File: src/rtl/gauss5x5_conv_if.sv
// gauss5x5_conv_if: window-in / pixel-out stream bundle (bypass present only with GAUSS_BYPASS_EN)
interface gauss5x5_conv_if;
  logic [199:0] window_in;
  logic         window_valid;
  logic         window_ready;
  logic         out_ready;
  logic [7:0]   pix_out;
  logic         pix_valid;
  logic [9:0]   out_col;
  logic [8:0]   out_row;
  logic         frame_done;
`ifdef GAUSS_BYPASS_EN
  logic         bypass;
  modport master (output window_in, window_valid, out_ready, bypass,
                  input window_ready, pix_out, pix_valid, out_col, out_row, frame_done);
  modport slave (input window_in, window_valid, out_ready, bypass,
                 output window_ready, pix_out, pix_valid, out_col, out_row, frame_done);
`else
  modport master (output window_in, window_valid, out_ready,
                  input window_ready, pix_out, pix_valid, out_col, out_row, frame_done);
  modport slave (input window_in, window_valid, out_ready,
                 output window_ready, pix_out, pix_valid, out_col, out_row, frame_done);
`endif
endinterface

File: src/rtl/gauss5x5_conv.sv
// gauss5x5_conv: 3-stage 5x5 binomial Gaussian blur with raster tags; GAUSS_BYPASS_EN adds a per-window center-pixel bypass
module gauss5x5_conv #(
  parameter int IMG_W = 640,
  parameter int IMG_H = 480
) (
  input logic clk,
  input logic rst_n,
  gauss5x5_conv_if.slave w
);
  function automatic logic [11:0] hsum(input logic [39:0] r);
    return 12'(r[39:32]) + 12'(r[31:24]) * 12'd4 + 12'(r[23:16]) * 12'd6 +
           12'(r[15:8]) * 12'd4 + 12'(r[7:0]);
  endfunction
  logic        s1_v, s2_v, s1_byp, s2_byp, byp_in, pv, fd;
  logic [7:0]  s1_ctr, s2_ctr, po;
  logic [11:0] s1_h [5];
  logic [16:0] s2_sum, v_c;
  logic [17:0] rnd;
  logic        en1, en2, en3, xfer;
  logic [9:0]  col;
  logic [8:0]  row;
`ifdef GAUSS_BYPASS_EN
  assign byp_in = w.bypass;
`else
  assign byp_in = 1'b0;
`endif
  assign en3 = !pv || w.out_ready;
  assign en2 = !s2_v || en3;
  assign en1 = !s1_v || en2;
  assign xfer = pv && w.out_ready;
  assign v_c = 17'(s1_h[0]) + 17'(s1_h[1]) * 17'd4 + 17'(s1_h[2]) * 17'd6 +
               17'(s1_h[3]) * 17'd4 + 17'(s1_h[4]);
  assign rnd = 18'(s2_sum) + 18'd128;
  assign w.window_ready = en1;
  assign w.pix_valid = pv;
  assign w.pix_out = po;
  assign w.out_col = col;
  assign w.out_row = row;
  assign w.frame_done = fd;
  // S1: horizontal 1-4-6-4-1 sum of each window row, plus bypass tag and center pixel
  always_ff @(posedge clk or negedge rst_n)
    if (!rst_n) begin
      s1_v <= 1'b0;
      s1_byp <= 1'b0;
      s1_ctr <= '0;
      s1_h <= '{default: '0};
    end else if (en1) begin
      s1_v <= w.window_valid;
      s1_byp <= byp_in;
      s1_ctr <= w.window_in[103:96];
      for (int i = 0; i < 5; i++) s1_h[i] <= hsum(w.window_in[199-40*i -: 40]);
    end
  // S2: vertical 1-4-6-4-1 sum of the row sums at full width
  always_ff @(posedge clk or negedge rst_n)
    if (!rst_n) begin
      s2_v <= 1'b0;
      s2_byp <= 1'b0;
      s2_ctr <= '0;
      s2_sum <= '0;
    end else if (en2) begin
      s2_v <= s1_v;
      s2_byp <= s1_byp;
      s2_ctr <= s1_ctr;
      s2_sum <= v_c;
    end
  // S3: round-to-nearest divide by 256 with saturation, or pass the center pixel on bypass
  always_ff @(posedge clk or negedge rst_n)
    if (!rst_n) begin
      pv <= 1'b0;
      po <= '0;
    end else if (en3) begin
      pv <= s2_v;
      po <= s2_byp ? s2_ctr : (|rnd[17:16] ? 8'hFF : rnd[15:8]);
    end
  // Raster position of the pixel on pix_out, advanced per downstream transfer; frame_done follows the last one
  always_ff @(posedge clk or negedge rst_n)
    if (!rst_n) begin
      col <= '0;
      row <= '0;
      fd <= 1'b0;
    end else begin
      fd <= xfer && col == 10'(IMG_W - 1) && row == 9'(IMG_H - 1);
      if (xfer) begin
        col <= col == 10'(IMG_W - 1) ? '0 : col + 10'd1;
        row <= col != 10'(IMG_W - 1) ? row : (row == 9'(IMG_H - 1) ? '0 : row + 9'd1);
      end
    end
endmodule

File: src/flat_wrapper.sv
// flat-port wrapper written by rule: the top's interface ports become plain ports
module gauss5x5_conv_flat 
#(
  parameter int IMG_W = 640,
  parameter int IMG_H = 480
)
  (clk, rst_n, w_window_in, w_window_valid, w_out_ready, w_window_ready, w_pix_out, w_pix_valid, w_out_col, w_out_row, w_frame_done);
  gauss5x5_conv_if w_i ();
  input logic clk;
  input logic rst_n;
  input wire logic [$bits(w_i.window_in)-1:0] w_window_in;
  input wire logic [$bits(w_i.window_valid)-1:0] w_window_valid;
  input wire logic [$bits(w_i.out_ready)-1:0] w_out_ready;
  output wire logic [$bits(w_i.window_ready)-1:0] w_window_ready;
  output wire logic [$bits(w_i.pix_out)-1:0] w_pix_out;
  output wire logic [$bits(w_i.pix_valid)-1:0] w_pix_valid;
  output wire logic [$bits(w_i.out_col)-1:0] w_out_col;
  output wire logic [$bits(w_i.out_row)-1:0] w_out_row;
  output wire logic [$bits(w_i.frame_done)-1:0] w_frame_done;
  assign w_i.window_in = w_window_in;
  assign w_i.window_valid = w_window_valid;
  assign w_i.out_ready = w_out_ready;
  assign w_window_ready = w_i.window_ready;
  assign w_pix_out = w_i.pix_out;
  assign w_pix_valid = w_i.pix_valid;
  assign w_out_col = w_i.out_col;
  assign w_out_row = w_i.out_row;
  assign w_frame_done = w_i.frame_done;
  gauss5x5_conv #(.IMG_W(IMG_W), .IMG_H(IMG_H)) u_core (.clk(clk), .rst_n(rst_n), .w(w_i));
endmodule
File: config.mk
export PLATFORM = sky130hd
export DESIGN_NAME = gauss5x5_conv_flat
export DESIGN_NICKNAME = d
export VERILOG_FILES = /design/src/rtl/gauss5x5_conv_if.sv /design/src/rtl/gauss5x5_conv.sv /design/src/flat_wrapper.sv
export SDC_FILE = /design/constraint.sdc
export NUM_CORES = 1
export LEC_CHECK = 0
export ABC_AREA = 1
export CORE_UTILIZATION = 60
export DETAILED_ROUTE_END_ITERATION = 6
export PLACE_DENSITY = 0.89
export SLEW_MARGIN = 20
export SYNTH_ARGS = -nofsm -noshare
export SYNTH_HDL_FRONTEND = slang
export SYNTH_SLANG_ARGS = --single-unit
File: constraint.sdc
create_clock -name clk -period 6.53 [get_ports clk]
set_clock_uncertainty 0.05 [all_clocks]
set_input_delay 1.306 -clock clk [delete_from_list [all_inputs] [get_ports clk]]
set_output_delay 1.306 -clock clk [all_outputs]
set_load 0.005 [all_outputs]
# Word level (Yosys, flattened, before mapping)
# Cells that the tools add are included.
word_totals:
  ff_bits: 108
  output_inout_bits: 30
  wordCells: 64
op_classes:
  n_addsub: 27
  multipliers: 6
  eq_ne: 3
  muxes: 3
  bitwise_logic: 1
  n_reduce_logical: 11
op_table:
  columns: ["operator", "count"]
  rows:
  - ["adder 12 x 10 -> 12 bit", 5]
  - ["adder 12 x 11 -> 12 bit", 5]
  - ["adder 12 x 8 -> 12 bit", 5]
  - ["adder 8 x 10 -> 11 bit", 5]
  - ["multiplier 8 x 2 -> 10 bit, second input constant", 5]
  - ["adder 17 x 8 -> 18 bit, second input constant", 1]
  - ["adder 17 x 12 -> 17 bit", 1]
  - ["adder 17 x 14 -> 17 bit", 1]
  - ["adder 17 x 15 -> 17 bit", 1]
  - ["adder 12 x 14 -> 15 bit", 1]
  - ["multiplier 12 x 2 -> 14 bit, second input constant", 1]
  - ["adder 10 x 1 -> 10 bit, second input constant", 1]
  - ["== test 10 bit, second input constant", 1]
  - ["two-way mux 10 bit", 1]
  - ["inequality test 10 bit, second input constant", 1]
  - ["adder 9 x 1 -> 9 bit, second input constant", 1]
  - ["== test 9 bit, second input constant", 1]
  - ["two-way mux 9 bit", 1]
  - ["two-way mux 8 bit", 1]
  - ["logical AND 1 bit", 3]
  - ["logical NOT 1 bit", 3]
  - ["logical OR 1 bit", 3]
  - ["AND reduction 2 bit", 1]
  - ["OR reduction 2 bit", 1]
  - ["NOT 1 bit", 1]

# Logic depth before layout (Yosys ltp)
logic_depth:
  ltp_word: 4
  depth_mapped: 24
  ltp_nobuf: 24

# Worst setup path after synthesis
# Ideal clock, no wire load.
synth_timing:
  path_type: "input to register"
  startpoint: "input w_window_in[104]"
  endpoint: "register u_core.s1_h[35] (netlist bit)"
  setup_ps: 117
  arrival_time_ps: 4326
  t_required_ps: 6363
  path_slack_ps: 2036
  cell_stages: 17
  path_buffers: 0
  cell_sequence: "ha_1 > inv_1 > fa_1 > o21ai_0 > xor2_1 > inv_1 > fa_1 > inv_1 > fa_1 > inv_1 > ha_1 > nand2_1 > nor2_1 > o21ai_0 > nand4_1 > nand3_1 > nand2_1"
synth_via:
  elab_chain_len: 4
synth_lines:
  columns: ["element", "line_no", "text"]
  rows:
  - ["start: declaration", "flat_wrapper.sv:11", "input wire logic [$bits(w_i.window_in)-1:0] w_window_in;"]
  - ["adder 8 x 10 -> 11 bit", "gauss5x5_conv.sv:11", "return 12'(r[39:32]) + 12'(r[31:24]) * 12'd4 + 12'(r[23:16]) * 12'd6 +"]
  - ["adder 12 x 11 -> 12 bit", "gauss5x5_conv.sv:11", null]
  - ["adder 12 x 10 -> 12 bit", "gauss5x5_conv.sv:11", null]
  - ["adder 12 x 8 -> 12 bit", "gauss5x5_conv.sv:12", "12'(r[15:8]) * 12'd4 + 12'(r[7:0]);"]
  - ["end signal: assignment", "gauss5x5_conv.sv:46", "s1_h <= '{default: '0};"]
  - ["end: declaration", "gauss5x5_conv.sv:16", "logic [11:0] s1_h [5];"]
# No other way between the ends.
# A chain may end at the register's enable or synchronous reset.

# Final worst setup path
layout_timing:
  startpoint: "input w_out_ready"
  endpoint: "output w_window_ready"
layout_via:
  elab_chain_len: 3
layout_lines:
  columns: ["element", "line_no", "text"]
  rows:
  - ["start: declaration", "flat_wrapper.sv:13", "input wire logic [$bits(w_i.out_ready)-1:0] w_out_ready;"]
  - ["logical OR 1 bit", "gauss5x5_conv.sv:27", "assign en3 = !pv || w.out_ready;"]
  - ["logical OR 1 bit", "gauss5x5_conv.sv:28", "assign en2 = !s2_v || en3;"]
  - ["logical OR 1 bit", "gauss5x5_conv.sv:29", "assign en1 = !s1_v || en2;"]
  - ["end: declaration", "flat_wrapper.sv:14", "output wire logic [$bits(w_i.window_ready)-1:0] w_window_ready;"]
# No other way between the ends.

==> impl_results.md <==
- Pre-antenna DRT Iters: 6
- Biggest area consumer among synthesized cells: dfrtp_1
- Clock Sinks: 101
- Slowest library cell on the worst path: clkdlybuf4s50_1
- H-tree depth: 3
- Crit share post-route: 0.777
- Vias in the first global route: 12775
- P&R area growth vs syn: 21.4%
- Synth Flop Type: dfrtp_1
- CTS root buf: clkbuf_16
- Setup tns final: 0 ns
- CP endpoint: w_window_ready
- Post-CTS Setup Inserts: 0
- Met3 global-route usage: 0.0277
- Buf+Inv Stages, Crit Path: 5
- Initial Utilization: 0.614
- Post-CTS Hold Buffers: 0
- Detailed Route WL: 31600 um
- Slew @ Worst Pin: 0.787 ns
- Remaining antenna violation count after routing: 0
- CP peak stage delay: 0.66 ns
- Critical path launch point: w_out_ready
- RSZ-0062 raised after global routing: no
- Post-synth ARST share: 1.00
- DRC violations left: 0
- CP top delay family: buffers and inverters
- GRT Max-Usage Layer: met2
- Post-synth EDFFs: 0
- Hold Vio Cnt, Final: 0
- Met1 Resource Use GR: 0.334
- Die width: 154 um
- Mapped cell area: 13900 um2
- Cell Rows: 55
- Data required, critical path: 5.17 ns
- CP dominant cell by count: inv_2
- GRT Total Usage: 0.275
- Avg Synthesized Cell Area: 7.48 um2
- Drt first-iter violations: 693
- Reg2reg setup slack: 2.38 ns
- Hpwl dp: 26900 um
- Ports: 234
- Fill cells: 1717
- CTS Buf Count: 9
- Antenna violations before repair: 1
- Multi-input logic area: 9810 um2
- Post-synth cell types: 37
- Achievable frequency: 197 MHz
- Status: completed
- Clock period minus worst slack: 5.08 ns
- Layout cell share with drive strength beyond 1: 0.0205
- Number of synthesized register bits: 101
- Post-synthesis sequential area ratio: 0.181
- Post-synth net total: 2366
- Worst min path class: reg -> reg
- Final GP Congestion: 0.909
- Yosys warns: 0
- Worst-Skew Late Latency: 0.36 ns
- Largest net degree at the start of global routing: 81
- Via count: 12496
- Number of buffers added on ports: 233
- Met2 usage: 0.504
- Clock slew at reported path FFs: 0.07 ns
- Drt wl/cell: 13.3 um
- Max-capacitance violation count: 0
- CTS resizes: 0
- Largest cells by area after synthesis: dfrtp_1 (18%), fa_1 (17%), ha_1 (16%), nand2_1 (11%), inv_1 (11%)
- Reg2Reg Depth: 18
- Register area: 2530 um2
- Core Region: 22700 um2
- Crit-path max FO: 44
- Vias per inst: 5.24
- Kind of critical path: in -> out
- Critical Path AT: 3.72 ns
- Synth top area share: 0.181
- Pins over their slew limit: 0
- Stages on worst setup path: 8
- Reg2reg start: u_core.s1_h[50]$_DFFE_PN0P_
- Total grt overflow: 0
- Cell Chain, Critical Path: clkdlybuf4s50_1 -> nor2_2 -> inv_2 -> nor2_4 -> inv_2 -> nor2_4 -> inv_2 -> clkdlybuf4s50_1
- Worst Setup End Kind: output pin
- CTS tree: yes
- Headroom to the max-slew limit: 0.475
- Endpoints failing setup: 0
- Die height: 154 um
- Total die area: 23900 um2
- Syn Inst Count: 1864
- Nets: 2597
- Deepest clock path buffer count: 2
- First-pass GRT wire length: 54400 um
- Worst Setup Start Kind: primary input
- Reg2reg end: u_core.s2_sum[15]$_DFFE_PN0P_
==> cells in the mapped netlist, types with 2 or more instances <==
cell and count:
a21boi_0 4, clkbuf_1 4, nand2_2 3, o21a_1 2, dfrtp_1 101, inv_2 3, buf_2 8, o21ai_1 4
or2_2 6, nor2_4 2, nor2_1 111, a31oi_1 12, nor3b_1 4, nand3b_1 7, nand4_1 26, nand2_1 422
fa_1 121, nor3_1 17, nand3_1 130, nor3_2 4, o21bai_1 9, xor2_1 59, o211ai_1 4, o21ai_0 67
buf_4 3, a21o_1 5, xnor2_1 49, inv_1 403, a21oi_1 90, ha_1 177
==> metrics by stage <==
step	instances	cell area (um2)	setup WS [ns]	hold WS [ns]	utilization
floorplan	1864	13900	2.04	0.399	-
detailed placement	2368	16600	1.20	0.419	0.730
global route	2386	16900	1.26	0.459	0.745
finish	2386	16900	1.45	0.432	0.745
global placement	2368	16600	1.35	0.418	0.730
CTS	2384	16900	1.44	0.433	0.744
==> registers in the layout, indices dropped and copies added (netlist names), 8 cells and up <==
register,count
u_core.w.out_row,9
u_core.w.pix_out,8
u_core.s2_sum,10
u_core.w.out_col,10
u_core.s1_h,60
==> layout by cell type, fill, tap and decap left out, types with 6 or more instances in the layout <==
| master | Yosys | layout |
|---|---|---|
| nand2_1 | 422 | 422 |
| inv_1 | 403 | 403 |
| clkdlybuf4s50_1 | 0 | 232 |
| ha_1 | 177 | 177 |
| nand3_1 | 130 | 130 |
| fa_1 | 121 | 121 |
| nor2_1 | 111 | 111 |
| dfrtp_1 | 101 | 101 |
| a21oi_1 | 90 | 90 |
| o21ai_0 | 67 | 67 |
| xor2_1 | 59 | 59 |
| xnor2_1 | 49 | 49 |
| nand4_1 | 26 | 26 |
| nor3_1 | 17 | 17 |
| a31oi_1 | 12 | 12 |
| o21bai_1 | 9 | 9 |
| clkbuf_16 | 0 | 9 |
| nand3b_1 | 7 | 7 |
| or2_2 | 6 | 6 |
==> layer usage <==
layer | wire length, um | share of wire
met1 | 13600 | 0.43
met2 | 16100 | 0.51
met3 | 1060 | 0.034
met4 | 872 | 0.028
met5 | 0 | 0
==> layout make-up <==
type                       instances  area share
clock buffer                      10      0.0141
timing repair buffer             236       0.140
antenna                            1    0.000148
multi-input combinational       1341       0.580
sequential                       101       0.149
inverter                         406      0.0900
clock inverter                     6     0.00577
tap                              285      0.0211
==> worst reg2reg max path, delay by kind of cell, from the launching register on <==
kind / cells / cell delay, ns
compound gates: 2 / 0.46
buf+inv: 1 / 0.10
xor+xnor: 1 / 0.23
fa+ha+maj: 5 / 1.99
simple gates: 9 / 0.81
flops: 1 / 0.40
==> worst min path at each step <==
stage / endpoint / cells after the start / from / slack (ns)
global placement: u_core.s1_h[21]$_DFFE_PN0P_ / 2 / u_core.s1_h[21]$_DFFE_PN0P_ / 0.42
floorplan: u_core.s1_h[21]$_DFFE_PN0P_ / 2 / u_core.s1_h[21]$_DFFE_PN0P_ / 0.40
global route: u_core.w.pix_valid$_DFFE_PN0P_ / 2 / u_core.s2_v$_DFFE_PN0P_ / 0.46
detailed placement: u_core.w.pix_valid$_DFFE_PN0P_ / 2 / u_core.s2_v$_DFFE_PN0P_ / 0.42
finish: u_core.s2_v$_DFFE_PN0P_ / 2 / u_core.s1_v$_DFFE_PN0P_ / 0.43
CTS: u_core.s2_v$_DFFE_PN0P_ / 2 / u_core.s1_v$_DFFE_PN0P_ / 0.43
==> cells by family after synthesis <==
logic type               synth area share
AO/OA/AOI/OAI                      0.0767
buffers and inverters               0.115
adder cells (fa/ha/maj)             0.332
AND/OR/NAND/NOR                     0.227
flip-flops                          0.181
XOR/XNOR                           0.0678
Power is not shown: default switching activity piles up to over one toggle a cycle in this logic, so the estimate is an artifact.
